===== src/rtl/fmul_ctrl_pkg.sv =====
// Shared types and constants for the shared floating-point multiplier controller.
package fmul_ctrl_pkg;

  typedef enum logic [1:0] {IDLE, ISSUE, WAIT, RESP} state_t;

  localparam logic [31:0] FMUL_QNAN              = 32'h7FC0_0000;
  localparam int          DEFAULT_TIMEOUT_CYCLES = 64;

endpackage


===== src/rtl/fmul_rr_arb2.sv =====
// Two-way round-robin grant: a lone request wins, a tie goes to the port
// that was not granted last.
module fmul_rr_arb2 (
  input  logic [1:0] valid,
  input  logic       last_grant,
  output logic [1:0] grant
);

  always_comb begin
    grant = 2'b00;
    case (valid)
      2'b01:   grant = 2'b01;
      2'b10:   grant = 2'b10;
      2'b11:   grant = last_grant ? 2'b01 : 2'b10;
      default: grant = 2'b00;
    endcase
  end

endmodule


===== src/rtl/fmul_share_ctrl.sv =====
// Serializes two requesters onto one shared multiplier, one operation in
// flight, with a bounded wait that answers NaN plus an error flag.
module fmul_share_ctrl
  import fmul_ctrl_pkg::*;
#(
  parameter int TIMEOUT_CYCLES = DEFAULT_TIMEOUT_CYCLES
) (
  input  logic        clk,
  input  logic        rst,
  input  logic        req0_valid,
  input  logic        req1_valid,
  output logic        req0_ready,
  output logic        req1_ready,
  input  logic [31:0] req0_a,
  input  logic [31:0] req0_b,
  input  logic [31:0] req1_a,
  input  logic [31:0] req1_b,
  output logic        rsp0_valid,
  output logic        rsp1_valid,
  input  logic        rsp0_ready,
  input  logic        rsp1_ready,
  output logic [31:0] rsp0_result,
  output logic [31:0] rsp1_result,
  output logic        rsp0_err,
  output logic        rsp1_err,
  output logic [31:0] mul_a,
  output logic [31:0] mul_b,
  output logic        mul_start,
  input  logic [31:0] mul_result,
  input  logic        mul_valid
);

  localparam logic [7:0] CNT_LAST = 8'(TIMEOUT_CYCLES - 1);

  state_t      state;
  logic        last_grant;
  logic        cur_port;
  logic [7:0]  cnt;
  logic [31:0] result;
  logic        err;
  logic [1:0]  grant;
  logic        accept;
  logic        rsp_hs;

  fmul_rr_arb2 u_arb (
    .valid      ({req1_valid, req0_valid}),
    .last_grant (last_grant),
    .grant      (grant)
  );

  // Ready is qualified by rst so nothing is handed out while reset is held.
  assign accept     = (state == IDLE) && rst;
  assign req0_ready = accept & grant[0];
  assign req1_ready = accept & grant[1];

  assign rsp_hs      = cur_port ? rsp1_ready : rsp0_ready;
  assign rsp0_result = result;
  assign rsp1_result = result;
  assign rsp0_err    = err;
  assign rsp1_err    = err;

  always_ff @(posedge clk or negedge rst) begin
    if (!rst) begin
      state      <= IDLE;
      last_grant <= 1'b1;
      cur_port   <= 1'b0;
      cnt        <= 8'd0;
      result     <= 32'd0;
      err        <= 1'b0;
      mul_a      <= 32'd0;
      mul_b      <= 32'd0;
      mul_start  <= 1'b0;
      rsp0_valid <= 1'b0;
      rsp1_valid <= 1'b0;
    end else begin
      mul_start <= 1'b0;
      case (state)
        IDLE: begin
          if (|grant) begin
            cur_port  <= grant[1];
            mul_a     <= grant[1] ? req1_a : req0_a;
            mul_b     <= grant[1] ? req1_b : req0_b;
            mul_start <= 1'b1;
            state     <= ISSUE;
          end
        end
        ISSUE: begin
          cnt   <= 8'd0;
          state <= WAIT;
        end
        WAIT: begin
          cnt <= cnt + 8'd1;
          // A completion on the last allowed cycle still wins over the timeout.
          if (mul_valid || cnt == CNT_LAST) begin
            result     <= mul_valid ? mul_result : FMUL_QNAN;
            err        <= !mul_valid;
            rsp0_valid <= !cur_port;
            rsp1_valid <= cur_port;
            state      <= RESP;
          end
        end
        RESP: begin
          if (rsp_hs) begin
            rsp0_valid <= 1'b0;
            rsp1_valid <= 1'b0;
            last_grant <= cur_port;
            state      <= IDLE;
          end
        end
        default: state <= IDLE;
      endcase
    end
  end

endmodule


===== config.mk =====
export PLATFORM = sky130hd
export DESIGN_NAME = fmul_share_ctrl
export DESIGN_NICKNAME = d
export VERILOG_FILES = /design/src/rtl/fmul_ctrl_pkg.sv /design/src/rtl/fmul_rr_arb2.sv /design/src/rtl/fmul_share_ctrl.sv
export SDC_FILE = /design/constraint.sdc
export NUM_CORES = 1
export LEC_CHECK = 0
export BUFFER_PORTS_ARGS = -buffer_cell sky130_fd_sc_hd__buf_2
export CAP_MARGIN = 40
export CORE_UTILIZATION = 30
export DETAILED_ROUTE_END_ITERATION = 8
export PLACE_DENSITY = 0.67
export SYNTH_ARGS = -nofsm -noshare
export SYNTH_HDL_FRONTEND = slang
export SYNTH_SLANG_ARGS = --single-unit

===== constraint.sdc =====
create_clock -name clk -period 1.8 [get_ports clk]
set_input_delay 0.36 -clock clk [delete_from_list [all_inputs] [get_ports clk]]
set_output_delay 0.36 -clock clk [all_outputs]
set_load 0.1 [all_outputs]

=== Word level (Yosys, flattened, before mapping) ===
Cells that the tools add are included.
W data, S select, Z words.

* $add $sub $neg: 1
* Equal/unequal tests: 10
* Muxes and demuxes: 18
* Bitwise operators: 2
* Reductions and logical operators: 13

{| class="wikitable"
|+ Operators with widths
! kind !! number
|-
| $mux W32 || 3
|-
| $pmux W8 S2 || 1
|-
| $add A8 B1 Y8 const B || 1
|-
| $eq A2 B2 Y1 const B || 4
|-
| $eq A8 B6 Y1 const B || 1
|-
| $mux W2 || 4
|-
| $pmux W2 S4 || 1
|-
| $mux W1 || 6
|-
| $pmux W2 S3 || 1
|-
| $reduce_and A2 Y1 || 3
|-
| $reduce_and A3 Y1 || 2
|-
| $eq A2 B1 Y1 const B || 2
|-
| $ne A2 B2 Y1 const B || 2
|-
| $pmux W1 S2 || 2
|-
| $reduce_bool A2 Y1 || 2
|-
| $and A1 B1 Y1 || 2
|-
| $logic_not A1 Y1 || 2
|-
| $logic_not A2 Y1 || 1
|-
| $ne A2 B1 Y1 const B || 1
|-
| $reduce_or A2 Y1 || 1
|-
| $logic_and A1 B1 Y1 || 1
|-
| $logic_or A1 B1 Y1 || 1
|}

* Register bits after elaboration: 112
* Input port bits: 167

=== Longest topological paths before layout ===
* Word-level depth: 5
* Gate-level depth with buffers: 8
* Mapped depth without buffers: 6

=== Modules after synthesis ===
Synthesis repeated with hierarchy kept, for this count alone.

* Cells, all modules: 482
* Area total of the unflattened synthesis: 5177.5 um^2

{| class="wikitable"
|+ Modules (own cells, without submodules)
! module !! times used !! cells an instance !! area each (um^2) !! sequential area each (um^2)
|-
| fmul_share_ctrl || 1 || 479 || 5158.7 || 2803.9
|-
| fmul_rr_arb2 || 1 || 3 || 18.8 || 0.0
|}

=== Worst setup path before layout ===
No wires, ideal clock.

* Kind: reg2out
* From: reg state[0]
* To: out req0_ready
* Arrival: 2.260 ns
* Data required time: 1.440 ns
* Slack: -0.820 ns
* Stages on the path, launching flop included: 5
* Path buffers: 0
* Path through: dfrtp_1 -> inv_1 -> ha_1 -> nand3_1 -> a21oi_1

* Longest elaborated chain between the ends: 3

{| class="wikitable"
|+ Ends and longest elaborated chain
! item !! line !! source
|-
| start, declared || fmul_share_ctrl.sv:35 || <nowiki>state_t state;</nowiki>
|-
| start signal, assigned || fmul_share_ctrl.sv:64 || <nowiki>state <= IDLE;</nowiki>
|-
| start signal, assigned || fmul_share_ctrl.sv:84 || <nowiki>state <= ISSUE;</nowiki>
|-
| start signal, assigned || fmul_share_ctrl.sv:89 || <nowiki>state <= WAIT;</nowiki>
|-
| $logic_not A2 Y1 || fmul_share_ctrl.sv:52 || <nowiki>assign accept = (state == IDLE) && rst;</nowiki>
|-
| $logic_and A1 B1 Y1 || fmul_share_ctrl.sv:52 ||
|-
| $and A1 B1 Y1 || fmul_share_ctrl.sv:53 || <nowiki>assign req0_ready = accept & grant[0];</nowiki>
|-
| end, declared || fmul_share_ctrl.sv:12 || <nowiki>output logic req0_ready,</nowiki>
|}

No other way between the ends.

=== Final worst setup path ===
Same ends and word-level chain as after synthesis.

==> qor.yml <==
grt_pass1_wl_um: 20800
track_usage_pct: 15.0
firstDrtPassIters: 4
path_class: "flip-flop to output pin"
yosysSeqAreaShare_pct: 54.6
cts_num_sinks: 112
wl_per_cell_um: 13.2
clkSlewWorstSetupHoldPaths_ns: 0.07
yosysTopAreaCell: "dfrtp_1"
drt_iter0_drc: 137
hold_buffers: 0
synth_area_um2: 5130
ys_ff_latch: 112
seqCellArea_um2: 2800
synth_fp_nets: 642
grt_start_max_net_pins: 113
cp_data_required_time_ns: 1.44
slew_violations: 0
synth_cells: 471
final_cell_area_um2: 7230
hold_violations: 0
die-area_um2: 17600
setup_violations: 0
layout.cells.non_filler: 974
grt_overflow: 0
ant_nets: 0
numCtsBuffers: 9
yosysWarnings: 0
pre_cts_slack_ns: 0.0226
fmax_mhz: 567
place_hpwl_um: 9670
vias: 4295
antenna_cells: 0
clk_path_buf_depth: 2
synth-edff-count: 0
synth_most_common_cell: "dfrtp_1"
portBuffers: 301
synth.distinct_cells: 36
synthFlopType: "dfrtp_1"
cts_tree: "yes"
drive_gt1_share_pct: 47.6
rsz0062_at_grt: "true"
core_area_um2: 16600
post-place-cells: 953
period_needed_ns: 1.76
worst-path-max-fanout: 3
htreeDepth: 3
via_per_inst: 4.41
tightest_slew_ns: 0.601
die_w_um: 133
synthToLayoutAreaGrowth_pct: 40.8
critPathCaptureType: "output pin"
fillers: 1594
ios: 302
finalClockSkew_ns: 0.00683
synthArstFlopShare_pct: 100
nNetsFinal: 920
syn_area_per_cell_um2: 10.9
synth_area_leaders: "dfrtp_1 (54%), mux2i_1 (13%), o21ai_0 (6.7%)"
hp-class: "primary input to asynchronous set/reset pin"
startpoint_type: "flip-flop"
holdWs_ns: 0.160
placed_cell_area_um2: 6860
status: "complete, no violations"
antenna_found_initial: 0
setup_ws_ns: 0.0366
die_h_um: 133
start_util_pct: 30.8
clock_latency_ns: 0.35
gp_congestion: 0.788
core.rowCount: 47
fin_crit_sh_pct: 98.0
multiInputGateArea_um2: 1990
worstPathArrival_ns: 1.40
synthTopCellsByCount: "dfrtp_1 (111), nand2_1 (74), o21ai_0 (69), mux2i_1 (67), buf_4 (37)"
synth_top_area_share_pct: 54.1
slew_headroom_pct: 59.9
max_cap_violations: 0
wl_um: 12800
cts-root-buf: "clkbuf_16"
grt_pass1_vias: 4171
remaining_drc_errors: 0
[critical path, cell delays in order, from the launching register on]
cell and delay (ns):
dfrtp_1 0.40, inv_2 0.09, ha_4 0.16, nand3_4 0.08, a21oi_4 0.14, buf_12 0.19
[sequential cells by signal, indices dropped and copies added, names as in the netlist, 2 cells and up]
name,flops
state,2
mul_b,32
rsp0_result,32
mul_a,32
cnt,8
[kinds of logic (layout without fill, tap and decap cells)]
logic type | count (synthesis) | after routing | share of synthesized area (%)
AO/OA/AOI/OAI | 119 | 119 | 14.7
flip-flops | 112 | 112 | 54.6
AND/OR/NAND/NOR | 97 | 97 | 8.07
multiplexers | 69 | 69 | 13.5
buffers and inverters | 69 | 352 | 7.92
adder cells (fa/ha/maj) | 4 | 4 | 0.975
XOR/XNOR | 1 | 1 | 0.171
[area by class of cell]
class	instances	share of cell area [%]
multi-input combinational	290	27.6
tap	220	3.81
clock buffer	10	3.17
inverter	8	0.415
clock inverter	6	1.02
sequential	112	38.8
timing repair buffer	328	25.2
[layout by cell type, fill, tap and decap left out, types with 2 or more instances in the layout]
master     instances
clkbuf_16          9
inv_6              4
o21ai_0           69
nor2_1             7
inv_1              6
a22o_1            25
nor3_1             2
mux2_1             2
a21oi_1            5
o2bb2ai_1          2
dfrtp_1          111
buf_12             8
nand2_1           74
inv_2              2
buf_4             21
mux2i_1           67
ha_1               2
o22a_1             9
and2_1             2
buf_2            298
nor2b_1            2
[layer usage]
| metal | global-route usage, % | vias up | share of wire [%] |
|---|---|---|---|
| li1 | - | 2164 | - |
| met1 | 18.1 | 1936 | 43 |
| met2 | 25.5 | 179 | 49 |
| met3 | 3.49 | 16 | 5.6 |
| met4 | 6.26 | 0 | 1.9 |
| met5 | 0 | - | 0 |
[through the flow]
step / TNS, ns / utilization (%)
finish: 0 / 43.4
global route: -0.0399 / 43.4
CTS: 0 / 43.3
detailed placement: 0 / 41.2
global placement: 0 / 41.1
floorplan: 0 / -
[path summary, 6_finish.rpt]
| path | cells past startpoint | slack (ns) | from | to |
|---|---|---|---|---|
| worst min register to register | 2 | 0.47 | mul_b[30] | mul_b[30] |
| worst max-delay path | 5 | 0.04 | state[0] | req0_ready |
| min in group clk | 2 | 0.22 | mul_result[20] | rsp0_result[20] |
| max in group asynchronous | 2 | 1.20 | rst | mul_b[12] |
| worst min-delay path | 2 | 0.16 | rst | rsp0_result[22] |
| worst max register to register | 7 | 0.13 | state[0] | rsp0_valid |
[timing repair]
item,CTS,global route
cloned,0,0
gates resized for setup,5,3
buffers inserted,3,2
endpoints found under the setup margin,2,13
pin swaps,1,3
Power is left out: the tool's default activity adds up to more than one toggle a clock period on the data nets, which glitch-free logic cannot reach.
